===== src/rtl/pic10_exec_seq_if.sv =====
// Bus between the PIC10 Q-cycle sequencer and the rest of the core.
// master = sequencer side, slave = core/register-file side.
interface pic10_exec_seq_if #(parameter int ADDR_W = 5);
  logic [11:0]       instr_bus;
  logic [7:0]        w_reg_bus;
  logic [7:0]        file_data_bus;
  logic [ADDR_W-1:0] file_addr;
  logic [7:0]        alu_bus;
  logic              load_w_reg;
  logic              load_file_reg;
  logic              instr_fetch;
  logic [1:0]        q_phase;
  logic              status_z;
  logic              status_dc;
  logic              status_c;

  modport master (
    input  instr_bus, w_reg_bus, file_data_bus,
    output file_addr, alu_bus, load_w_reg, load_file_reg, instr_fetch,
           q_phase, status_z, status_dc, status_c
  );

  modport slave (
    output instr_bus, w_reg_bus, file_data_bus,
    input  file_addr, alu_bus, load_w_reg, load_file_reg, instr_fetch,
           q_phase, status_z, status_dc, status_c
  );
endinterface


===== src/rtl/pic10_exec_seq.sv =====
// PIC10 Q1..Q4 execution sequencer: latches the instruction, fetches the file
// operand, computes the ALU result and STATUS Z/DC/C, and strobes the W/file load.
module pic10_exec_seq #(
  parameter int         ADDR_W     = 5,
  parameter logic [2:0] STATUS_RST = 3'b000
) (
  input  logic              clk,
  input  logic              reset,
  pic10_exec_seq_if.master  bus
);

  typedef enum logic [1:0] {Q1 = 2'd0, Q2 = 2'd1, Q3 = 2'd2, Q4 = 2'd3} phase_t;

  typedef struct packed {
    logic       valid;
    logic       dest_f;
    logic       upd_z;
    logic       upd_c;   // also covers DC: C and DC always change together
    logic [7:0] res;
  } dec_t;

  phase_t     state, nxt;
  logic [11:0] ir;
  logic [7:0]  operand;
  logic [7:0]  alu_q;
  logic [2:0]  flags;      // {z, dc, c}
  logic [2:0]  pend;
  dec_t        dec;

  logic [7:0]  add_b;
  logic        add_cin;
  logic [8:0]  sum;
  logic [4:0]  nib;
  logic [5:0]  op6;
  logic [7:0]  k;
  logic [7:0]  w;

  assign op6 = ir[11:6];
  assign k   = ir[7:0];
  assign w   = bus.w_reg_bus;

  always_ff @(posedge clk or negedge reset) begin
    if (!reset) state <= Q1;
    else        state <= nxt;
  end

  always_comb begin
    nxt = Q1;
    case (state)
      Q1: nxt = Q2;
      Q2: nxt = Q3;
      Q3: nxt = Q4;
      Q4: nxt = Q1;
      default: nxt = Q1;
    endcase
  end

  // One shared adder serves ADDWF, SUBWF (f + ~W + 1), DECF (f + FF) and INCF (f + 0 + 1).
  always_comb begin
    add_b   = 8'h00;
    add_cin = 1'b0;
    case (op6)
      6'b000111: add_b = w;
      6'b000010: begin add_b = ~w; add_cin = 1'b1; end
      6'b000011: add_b = 8'hFF;
      6'b001010: add_cin = 1'b1;
      default: ;
    endcase
  end

  assign sum = {1'b0, operand} + {1'b0, add_b} + {8'b0, add_cin};
  assign nib = {1'b0, operand[3:0]} + {1'b0, add_b[3:0]} + {4'b0, add_cin};

  always_comb begin
    dec = '0;
    casez (ir)
      12'b1100_????_????: begin dec.valid = 1'b1; dec.res = k; end
      12'b1101_????_????: begin dec.valid = 1'b1; dec.upd_z = 1'b1; dec.res = w | k; end
      12'b1110_????_????: begin dec.valid = 1'b1; dec.upd_z = 1'b1; dec.res = w & k; end
      12'b1111_????_????: begin dec.valid = 1'b1; dec.upd_z = 1'b1; dec.res = w ^ k; end
      12'b0000_0100_0000: begin dec.valid = 1'b1; dec.upd_z = 1'b1; dec.res = 8'h00; end
      12'b0001_00??_????: begin dec.valid = 1'b1; dec.upd_z = 1'b1; dec.res = w | operand; end
      12'b0001_01??_????: begin dec.valid = 1'b1; dec.upd_z = 1'b1; dec.res = w & operand; end
      12'b0001_10??_????: begin dec.valid = 1'b1; dec.upd_z = 1'b1; dec.res = w ^ operand; end
      12'b0001_11??_????,
      12'b0000_10??_????: begin
        dec.valid = 1'b1; dec.upd_z = 1'b1; dec.upd_c = 1'b1; dec.res = sum[7:0];
      end
      12'b0000_11??_????,
      12'b0010_10??_????: begin dec.valid = 1'b1; dec.upd_z = 1'b1; dec.res = sum[7:0]; end
      12'b0010_00??_????: begin dec.valid = 1'b1; dec.upd_z = 1'b1; dec.res = operand; end
      12'b0010_01??_????: begin dec.valid = 1'b1; dec.upd_z = 1'b1; dec.res = ~operand; end
      default: ;
    endcase
    // Literal ops and CLRW have no d bit; only file-register ops can target the file.
    dec.dest_f = dec.valid && (ir[11:10] == 2'b00) && (ir != 12'h040) && ir[5];
  end

  always_ff @(posedge clk or negedge reset) begin
    if (!reset) begin
      ir      <= 12'h000;
      operand <= 8'h00;
      alu_q   <= 8'h00;
      pend    <= STATUS_RST;
      flags   <= STATUS_RST;
    end else begin
      case (state)
        Q1: ir      <= bus.instr_bus;
        Q2: operand <= bus.file_data_bus;
        Q3: begin
          alu_q <= dec.res;
          pend  <= {dec.upd_z ? (dec.res == 8'h00) : flags[2],
                    dec.upd_c ? nib[4]             : flags[1],
                    dec.upd_c ? sum[8]             : flags[0]};
        end
        Q4: flags <= pend;
        default: ;
      endcase
    end
  end

  assign bus.q_phase       = state;
  assign bus.file_addr     = ir[ADDR_W-1:0];
  assign bus.alu_bus       = alu_q;
  assign bus.instr_fetch   = (state == Q4);
  assign bus.load_w_reg    = (state == Q4) && dec.valid && !dec.dest_f;
  assign bus.load_file_reg = (state == Q4) && dec.valid &&  dec.dest_f;
  assign bus.status_z      = flags[2];
  assign bus.status_dc     = flags[1];
  assign bus.status_c      = flags[0];

endmodule


===== src/flat_wrapper.sv =====
// flat-port wrapper written by rule: the top's interface ports become plain ports
module pic10_exec_seq_flat 
#(
  parameter int         ADDR_W     = 5,
  parameter logic [2:0] STATUS_RST = 3'b000
)
  (clk, reset, bus_instr_bus, bus_w_reg_bus, bus_file_data_bus, bus_file_addr, bus_alu_bus, bus_load_w_reg, bus_load_file_reg, bus_instr_fetch, bus_q_phase, bus_status_z, bus_status_dc, bus_status_c);
  pic10_exec_seq_if #(.ADDR_W(ADDR_W)) bus_i ();
  input  logic clk;
  input  logic reset;
  input wire logic [$bits(bus_i.instr_bus)-1:0] bus_instr_bus;
  input wire logic [$bits(bus_i.w_reg_bus)-1:0] bus_w_reg_bus;
  input wire logic [$bits(bus_i.file_data_bus)-1:0] bus_file_data_bus;
  output wire logic [$bits(bus_i.file_addr)-1:0] bus_file_addr;
  output wire logic [$bits(bus_i.alu_bus)-1:0] bus_alu_bus;
  output wire logic [$bits(bus_i.load_w_reg)-1:0] bus_load_w_reg;
  output wire logic [$bits(bus_i.load_file_reg)-1:0] bus_load_file_reg;
  output wire logic [$bits(bus_i.instr_fetch)-1:0] bus_instr_fetch;
  output wire logic [$bits(bus_i.q_phase)-1:0] bus_q_phase;
  output wire logic [$bits(bus_i.status_z)-1:0] bus_status_z;
  output wire logic [$bits(bus_i.status_dc)-1:0] bus_status_dc;
  output wire logic [$bits(bus_i.status_c)-1:0] bus_status_c;
  assign bus_i.instr_bus = bus_instr_bus;
  assign bus_i.w_reg_bus = bus_w_reg_bus;
  assign bus_i.file_data_bus = bus_file_data_bus;
  assign bus_file_addr = bus_i.file_addr;
  assign bus_alu_bus = bus_i.alu_bus;
  assign bus_load_w_reg = bus_i.load_w_reg;
  assign bus_load_file_reg = bus_i.load_file_reg;
  assign bus_instr_fetch = bus_i.instr_fetch;
  assign bus_q_phase = bus_i.q_phase;
  assign bus_status_z = bus_i.status_z;
  assign bus_status_dc = bus_i.status_dc;
  assign bus_status_c = bus_i.status_c;
  pic10_exec_seq #(.ADDR_W(ADDR_W), .STATUS_RST(STATUS_RST)) u_core (.clk(clk), .reset(reset), .bus(bus_i));
endmodule

===== config.mk =====
export PLATFORM = sky130hd
export DESIGN_NAME = pic10_exec_seq_flat
export DESIGN_NICKNAME = d
export VERILOG_FILES = /design/src/rtl/pic10_exec_seq_if.sv /design/src/rtl/pic10_exec_seq.sv /design/src/flat_wrapper.sv
export SDC_FILE = /design/constraint.sdc
export NUM_CORES = 1
export LEC_CHECK = 0
export ABC_CLOCK_PERIOD_IN_PS = 5900
export CORE_MARGIN = 2
export CORE_UTILIZATION = 55
export DETAILED_ROUTE_END_ITERATION = 8
export GPL_TIMING_DRIVEN = 0
export PLACE_DENSITY = 0.93
export SLEW_MARGIN = 20
export SYNTH_ARGS = -nofsm -noshare
export SYNTH_HDL_FRONTEND = slang
export SYNTH_SLANG_ARGS = --single-unit

===== constraint.sdc =====
create_clock -name clk -period 5.9 [get_ports clk]
set_input_delay 0.885 -clock clk [delete_from_list [all_inputs] [get_ports clk]]
set_output_delay 0.885 -clock clk [all_outputs]
set_load 0.005 [all_outputs]

Yosys cells after proc, flatten, opt, wreduce, memory -nomap -nowiden
Cells that the tools add are included.
- multipliers: 0
- $add $sub $neg: 4
- order comparisons: 0
- bitwise logic cells: 8
- div/mod/pow operators: 0
- equality and inequality tests: 18
- reduce and logical (&&, ||, !) cells: 15
- shift-type cells: 0
- muxes and demuxes: 10
- operator list (cell ; number):
    8-bit one-hot mux with 10 select lines ; 1
    6-bit by 3-bit equality test with 1-bit output, second input constant ; 4
    8-bit one-hot mux with 3 select lines ; 1
    6-bit by 4-bit equality test with 1-bit output, second input constant ; 3
    8-bit AND ; 2
    4-bit equality test, second input constant ; 4
    8-bit inverter ; 2
    8-bit bitwise OR ; 2
    8-bit XOR ; 2
    14-bit OR reduction ; 1
    13-bit OR reduction ; 1
    12-bit by 7-bit equality test with 1-bit output, second input constant ; 1
    6-bit by 2-bit equality test with 1-bit output, second input constant ; 2
    12-bit by 7-bit != test with 1-bit output, second input constant ; 1
    8-bit by 8-bit adder with 9-bit output ; 1
    9-bit by 1-bit adder with 9-bit output ; 1
    8-bit zero test ; 1
    2-bit one-hot mux with 4 select lines ; 1
    1-bit two-way mux ; 7
    1-bit logical AND ; 6
    4-bit by 4-bit adder with 5-bit output ; 1
    5-bit by 1-bit adder with 5-bit output ; 1
    2-bit equality test, second input constant ; 2
    2-bit zero test ; 2
    4 further kinds ; 5
- memory bits (read-only): 0
- RAM bits: 0
- bits in latches: 0
- word-level logic and storage cells: 61
- output and inout port bits: 21
- input bits: 30
- memories kept: 0
- register bits: 36

Longest topological paths before layout
Gate-level depths: netlist (run 1).
- depth in word-level cells: 8
- depth in mapped cells: 16
- depth with buffers taken out: 13

Least setup slack after synthesis (run 1)
No wires, ideal clock.
- path type: reg-to-reg
- start point: register u_core.ir[6]
- end point: register u_core.pend[2]
- required time: 5.823 ns
- period minus slack after synthesis: 3.214 ns
- setup slack: 2.686 ns
- arrival: 3.137 ns
- stages on the path, launching flop included: 16
- cells stage by stage: dfrtp_1 buf_2 buf_2 buf_1 a21oi_1 nor2_1 fa_1 inv_1 fa_1 nand2b_1 a21oi_1 a31oi_1 xnor2_1 a221oi_1 o2111ai_1 o21ai_1
- cells in the longest elaborated chain, start to end: 7
- elaborated cells between the ends (all ways): 24
- classes of those cells: 2 x add/sub; 10 x eq/ne; 5 x mux; 3 x bitwise; 4 x reduce/logical
- RTL lines (element ; RTL line ; source):
    from (decl) ; pic10_exec_seq.sv:23 ; logic [11:0] ir;
    from (signal assigned) ; pic10_exec_seq.sv:108 ; Q1: ir <= bus.instr_bus;
    6-bit by 2-bit equality test with 1-bit output, or another cell as far along ; pic10_exec_seq.sv:62, pic10_exec_seq.sv:76 ;
    8-bit one-hot mux with 3 select lines / 2-bit OR reduction (equally long branches) ; n/a ;
    8-bit by 8-bit adder with 9-bit output / 1-bit two-way mux (equally long branches) ; pic10_exec_seq.sv:71, pic10_exec_seq.sv:62 ;
    9-bit by 1-bit adder with 9-bit output ; pic10_exec_seq.sv:71 ; assign sum = {1'b0, operand} + {1'b0, add_b} + {8'b0, add_cin};
    8-bit one-hot mux with 10 select lines ; pic10_exec_seq.sv:76 ; casez (ir)
    8-bit zero test ; pic10_exec_seq.sv:112 ; pend <= {dec.upd_z ? (dec.res == 8'h00) : flags[2],
    1-bit two-way mux * ; pic10_exec_seq.sv:112 ;
    to (signal assigned) ; pic10_exec_seq.sv:112 ;
    to (decl) ; pic10_exec_seq.sv:27 ; logic [2:0] pend;
Every way passes the cells marked *; elsewhere a longest branch is shown, timed or not.
A chain may end at the register's enable or synchronous reset.

Final worst setup path (run 1)
Ends and elaborated chain as after synthesis.

==> results of run 1 <==
power groups by stage:
stage | clock, mW | combinational (mW) | sequential [mW]
floorplan | 0 | 0.0844 | 0.281
global placement | 0 | 0.151 | 0.284
detailed placement | 0 | 0.156 | 0.286
CTS | 0.192 | 0.157 | 0.281
global route | 0.199 | 0.172 | 0.284
finish | 0.192 | 0.158 | 0.281
routing by layer:
metal  vias up  wire (µm)  GRT usage [%]
li1       1303          -              -
met4         0        287           13.6
met5         -          0              0
met3        28        630           5.81
met1      1342       3720           43.0
met2       150       4180           50.8
cells in the mapped netlist, types with 5 or more instances:
master,count,area [µm²]
inv_1,14,52.6
nand2_1,21,78.8
nand2b_1,7,43.8
mux2i_1,5,50.1
clkbuf_1,7,26.3
nor2_1,41,154
o21ai_0,20,100
dfrtp_1,36,901
nor3_1,7,35.0
buf_4,7,52.6
xnor2_1,11,96.3
nand3_1,7,35.0
a21oi_1,24,120
mux2_2,19,214
ha_1,12,150
worst max-delay path by stage:
stage	startpoint	to	slack (ps)	cells past startpoint
5_1_grt	u_core.ir[6]$_DFFE_PN0N_	u_core.pend[2]$_DFFE_PN0P_	1550	15
3_3_place_gp	bus_w_reg_bus[0]	u_core.pend[2]$_DFFE_PN0P_	1920	14
4_1_cts	u_core.ir[6]$_DFFE_PN0N_	u_core.pend[2]$_DFFE_PN0P_	1900	15
3_5_place_dp	bus_w_reg_bus[0]	u_core.pend[2]$_DFFE_PN0P_	1850	14
2_1_floorplan	u_core.ir[6]$_DFFE_PN0N_	u_core.pend[2]$_DFFE_PN0P_	2690	15
6_report	u_core.ir[6]$_DFFE_PN0N_	u_core.pend[2]$_DFFE_PN0P_	1850	15
cell type report:
class | instances | share of cell area, %
clock buffers | 6 | 2.30
flip-flops and latches | 36 | 25.1
well taps | 70 | 2.44
repair buffers | 51 | 14.5
inverters | 14 | 1.46
clock inverters | 2 | 0.278
plain buffers | 24 | 4.18
multi-input cells | 253 | 49.8
worst reg2reg max path: stages (launching register included):
cell       delay [ps]
dfrtp_1           440
buf_2             260
buf_2             290
buf_1             440
a21oi_1           120
nor2_1            150
fa_1              250
inv_1              70
fa_1              370
nand2b_1          180
a21oi_1           310
a31oi_1           190
xnor2_1           170
a221oi_1          380
o2111ai_1         190
o21ai_1           170
sequential cells by signal (all words and copies together) (netlist names):
signal / count
u_core.ir: 12
u_core.bus.alu_bus: 8
u_core.operand: 8
u_core.flags: 3
u_core.pend: 3
u_core.bus.q_phase: 2
kinds of logic (layout without fill, tap and decap cells):
kind of cell	Yosys count	count (layout)	synth area share, %
compound gates	93	93	22.3
xor+xnor	12	12	3.63
fa+ha+maj	14	14	6.57
buf+inv	38	97	7.01
flops	36	36	31.1
mux	25	25	9.52
simple gates	109	109	19.9
==> results.cfg, run 1 <==
[outcome]
status = complete, no violations

[sta]
holdWs_ps = 492
worst_slack_ps = 1850
worst_pin_slew_ps = 589
fin_crit_sh_pct = 68.6
worst_clock_skew_ps = 5.10
timing.final.crit_period_ps = 4050
slew_violations = 0
setup_viol = 0
rsz0062_at_grt = no
setup_tns_ps = 0
hold_viol_final = 0
max_freq_mhz = 247
relSlewSlack_pct = 60.8

[detailed_routing]
routedWlPerCell_um = 19.3
drt_iter0_markers = 249
drc = 0
drtPass1Iterations = 5
drt-vias-per-instance = 6.19
vias = 2823
ant_nets = 0
routed_wl_mm = 8.81

[grt]
globalRouteTotalUtil_pct = 32.0
grt_pass1_vias = 2833
grt_first_pass_wirelength_mm = 14.6
grt.overflow.total = 0
antenna_found_initial = 0
grt_max_degree = 25

[finish]
postLayoutCellArea_mm2 = 0.00360
nets = 429
instances_no_fill = 456
final_layout_size_suffix_gt1_share_pct = 14.5
seq_area_um2 = 901
utilization_pct = 70.4
area_delta_synth_final_pct = 24.3
n_fill_cell = 416
final_common_cell = clkdlybuf4s50_1
mostFrequentLayoutCells = clkdlybuf4s50_1 (49), nor2_1 (41), dfrtp_1 (36)
multi_input_area_mm2 = 0.00179
n_antenna_cell = 0

[yosys]
yosys_warnings = 0
ys_ff_latch = 36
async_flop_share_pct = 100
syn-num-nets = 371
synth.avg_cell_area_um2 = 8.85
ys_seq_area_share_pct = 31.1
postSynthCellCount = 327
netlist-cell-type-count = 71
synth_ff_type = dfrtp_1
synth-edff-count = 0
syn-cell-area_mm2 = 0.00289

[die]
rows = 26
start_util_pct = 56.6
die_x_um = 76.5
ios = 51
coreArea_mm2 = 0.00511
dieArea_mm2 = 0.00586
die-height_um = 76.5

[clock_tree]
clock_sinks = 36
cts_made_buffers = 5
tritoncts = yes
cts-hold-fix-buffers = 0
postCtsSetupBuffers = 0
clockBufferDepth = 2
cts-root-buf = clkbuf_8
clkTransAtPathRegs_ps = 80
h-tree-depth = 2
cts.repair.resized = 0
clkLatencyLatePin_ps = 300

[power]
p_sw_mw = 0.193
p_comb_share_pct = 25.1
p_leak_nw = 1.50
p_clk_share_pct = 30.4
swShare_pct = 30.7
power.total_mw = 0.631
power_density_mw_per_mm2 = 175
irDropWorstVdd_v = 0.000131
power_frac_seq_pct = 44.6
internal_power_mw = 0.437

[run]
cap_violations = 0

[critical_path]
worstReg2RegStart = u_core.ir[6]$_DFFE_PN0N_
crit_path_start_kind = flop
crit_arrival_ps = 4270
path_max_fanout = 10
r2r_setup_slack_ps = 1850
slowest_stage = dfrtp_1
crit_type = reg -> reg
cpPeakStageDelay_ps = 440
path_cells = buf_2 > buf_2 > buf_1 > a21oi_1 > nor2_1 > fa_1 > inv_1 > fa_1 > nand2b_1 > a21oi_1 > a31oi_1 > xnor2_1 > a221oi_1 > o2111ai_1 > o21ai_1
reg2regPathDepth = 15
cp.required_ps = 6120
path_buf_inv = 4
cp_top_family = compound AO/OA/AOI/OAI gates
end_kind = flop
r2r_end = u_core.pend[2]$_DFFE_PN0P_

[min_path]
min_path_type = in -> async

[place]
port_buffers = 50
gp_congestion = 0.985
post-dp-hpwl_mm = 6.76
place_area_mm2 = 0.00350
dp_slack_ps = 1850
place_inst = 448
No activity file was read; power rests on OpenSTA's default activity.
==> run 2: changes to the inputs <==
--- a/config.mk
+++ b/config.mk
@@ -5,12 +5,12 @@
 export SDC_FILE = /design/constraint.sdc
 export NUM_CORES = 1
 export LEC_CHECK = 0
-export ABC_CLOCK_PERIOD_IN_PS = 5900
+export ABC_CLOCK_PERIOD_IN_PS = 3300
 export CORE_MARGIN = 2
-export CORE_UTILIZATION = 55
+export CORE_UTILIZATION = 48
 export DETAILED_ROUTE_END_ITERATION = 8
 export GPL_TIMING_DRIVEN = 0
-export PLACE_DENSITY = 0.93
+export PLACE_DENSITY = 0.87
 export SLEW_MARGIN = 20
 export SYNTH_ARGS = -nofsm -noshare
 export SYNTH_HDL_FRONTEND = slang
==> constraint.sdc (replaced) <==
create_clock -name clk -period 3.3 [get_ports clk]
set_input_delay 0.495 -clock clk [delete_from_list [all_inputs] [get_ports clk]]
set_output_delay 0.495 -clock clk [all_outputs]
set_load 0.005 [all_outputs]
==> run 2 against run 1 <==
Effect of this change:
- critical path depth is 3 lower
- via count grew 1.7%
- power is 91% higher
- register-to-register slack worse by 1700 ps
- core utilization fell by 6.9 points
- sequential power increased by 79%
- largest cell class unchanged
==> results.cfg, run 2 (same netlist as run 1, synthesis figures left out) <==
[sta]
relSlewSlack_pct = 51.2
fin_crit_sh_pct = 96.1
worst_clock_skew_ps = 6.76
setup_tns_ps = 0
setup_viol = 0
timing.final.crit_period_ps = 3170
worst_pin_slew_ps = 727
hold_viol_final = 0
slew_violations = 0
max_freq_mhz = 315

[finish]
largest_register = u_core.ir
area_delta_synth_final_pct = 29.2
final_layout_size_suffix_gt1_share_pct = 20.5
n_fill_cell = 537
instances_no_fill = 460
final_common_cell = clkdlybuf4s50_1
mostFrequentLayoutCells = clkdlybuf4s50_1 (49), nor2_1 (37), dfrtp_1 (33)
nets = 428
n_antenna_cell = 0
largest_register_ffs = 12

[grt]
grt_pass1_vias = 2808
antenna_found_initial = 0
grt_max_degree = 24
use_met3_pct = 4.95
grtUsageMet2_pct = 46.3
grt_first_pass_wirelength_mm = 14.0
grt_use_met1_pct = 35.0
top_usage_layer = met2
globalRouteTotalUtil_pct = 27.6
grt.overflow.total = 0

[place]
port_buffers = 50
gp_congestion = 0.975
place_inst = 453
post-dp-hpwl_mm = 6.64

[run]
cap_violations = 0

[outcome]
status = complete, no violations

[critical_path]
crit_path_start_kind = flop
end_kind = flop
crit_arrival_ps = 3410
cp.required_ps = 3530
crit_type = reg -> reg
path_max_fanout = 4

[clock_tree]
clockBufferDepth = 2
clkTransAtPathRegs_ps = 80
clock_sinks = 36
cts-root-buf = clkbuf_8
h-tree-depth = 2
cts_made_buffers = 5
clkLatencyLatePin_ps = 300
tritoncts = yes

[detailed_routing]
routedWlPerCell_um = 18.9
drtPass1Iterations = 5
drt-vias-per-instance = 6.24
routed_wl_mm = 8.67
vias = 2871
drt_iter0_markers = 362
drc = 0
ant_nets = 0

[power]
swShare_pct = 29.7
p_clk_share_pct = 33.8
irDropWorstVdd_v = 0.000208
p_comb_share_pct = 24.5
p_leak_nw = 1.54
power_frac_seq_pct = 41.8
p_sw_mw = 0.357
power_density_mw_per_mm2 = 322
power.total_mw = 1.20
internal_power_mw = 0.846

[die]
dieArea_mm2 = 0.00666
die_x_um = 81.6
rows = 28
coreArea_mm2 = 0.00589
die-height_um = 81.6
ios = 51
start_util_pct = 49.1

[min_path]
min_path_type = in -> async
[run 2: timing repair]
| action | CTS | global route |
|---|---|---|
| cloned | 0 | 0 |
| buffers inserted | 0 | 2 |
| resized for setup | 12 | 18 |
| pin swaps | 0 | 4 |
| endpoints found under the setup margin | 9 | 5 |
| hold buffers | 0 | 0 |
[run 2: routing by layer]
metal	up-vias	part of all wire (%)
met5	-	0
met4	0	3.7
met3	33	7.2
met2	151	48
met1	1382	41
li1	1305	-
[run 2: layout make-up]
class                   count  area (µm²)  share of cell area (%)
clock inverters             3        42.5                    1.14
inverters                  14        52.6                    1.41
multi-input cells         253        1890                    50.4
clock buffers               5        68.8                    1.84
flip-flops and latches     36         905                    24.2
plain buffers              21         153                    4.08
well taps                  75        93.8                    2.51
repair buffers             53         538                    14.4
[run 2: power groups by stage]
| stage | logic (mW) | clock network [mW] | registers [mW] |
|---|---|---|---|
| floorplan | 0.151 | 0 | 0.503 |
| global placement | 0.268 | 0 | 0.508 |
| detailed placement | 0.276 | 0 | 0.510 |
| CTS | 0.281 | 0.410 | 0.501 |
| global route | 0.319 | 0.433 | 0.507 |
| finish | 0.295 | 0.406 | 0.503 |
[run 2: worst paths after layout]
path | startpoint | to | slack, ps | depth (start not counted)
worst min-delay path | reset | u_core.ir[7]$_DFFE_PN0N_ | 100 | 1
worst max register to register | u_core.ir[6]$_DFFE_PN0N_ | u_core.pend[2]$_DFFE_PN0P_ | 130 | 12
min in group clk | u_core.bus.alu_bus[7]$_DFFE_PN0P_ | u_core.bus.alu_bus[7]$_DFFE_PN0P_ | 500 | 1
worst min register to register | u_core.bus.alu_bus[7]$_DFFE_PN0P_ | u_core.bus.alu_bus[7]$_DFFE_PN0P_ | 500 | 1
worst max-delay path | u_core.ir[6]$_DFFE_PN0N_ | u_core.pend[2]$_DFFE_PN0P_ | 130 | 12
max in group asynchronous | reset | u_core.bus.alu_bus[4]$_DFFE_PN0P_ | 2760 | 2
[run 2: critical path: stages (launching register included)]
cell       delay [ps]
dfrtp_2           440
or4b_4            590
nor2_2            140
fa_2              230
inv_1              50
fa_1              380
nand2b_4          170
a21oi_4           200
a31oi_2           140
xnor2_1           170
a221oi_2          270
o2111ai_1         170
o21ai_1           140
[run 2: through the flow]
stage | util, % | hold slack, ps | area, µm² | worst slack (ps)
final | 63.5 | 104 | 3740 | 128
after global routing | 63.5 | 136 | 3740 | -35.9
after CTS | 62.0 | 126 | 3650 | 1.82
after detailed placement | 59.6 | 443 | 3510 | -708
after global placement | 59.2 | 466 | 3490 | -693
after floorplan | - | 199 | 2890 | 86.4
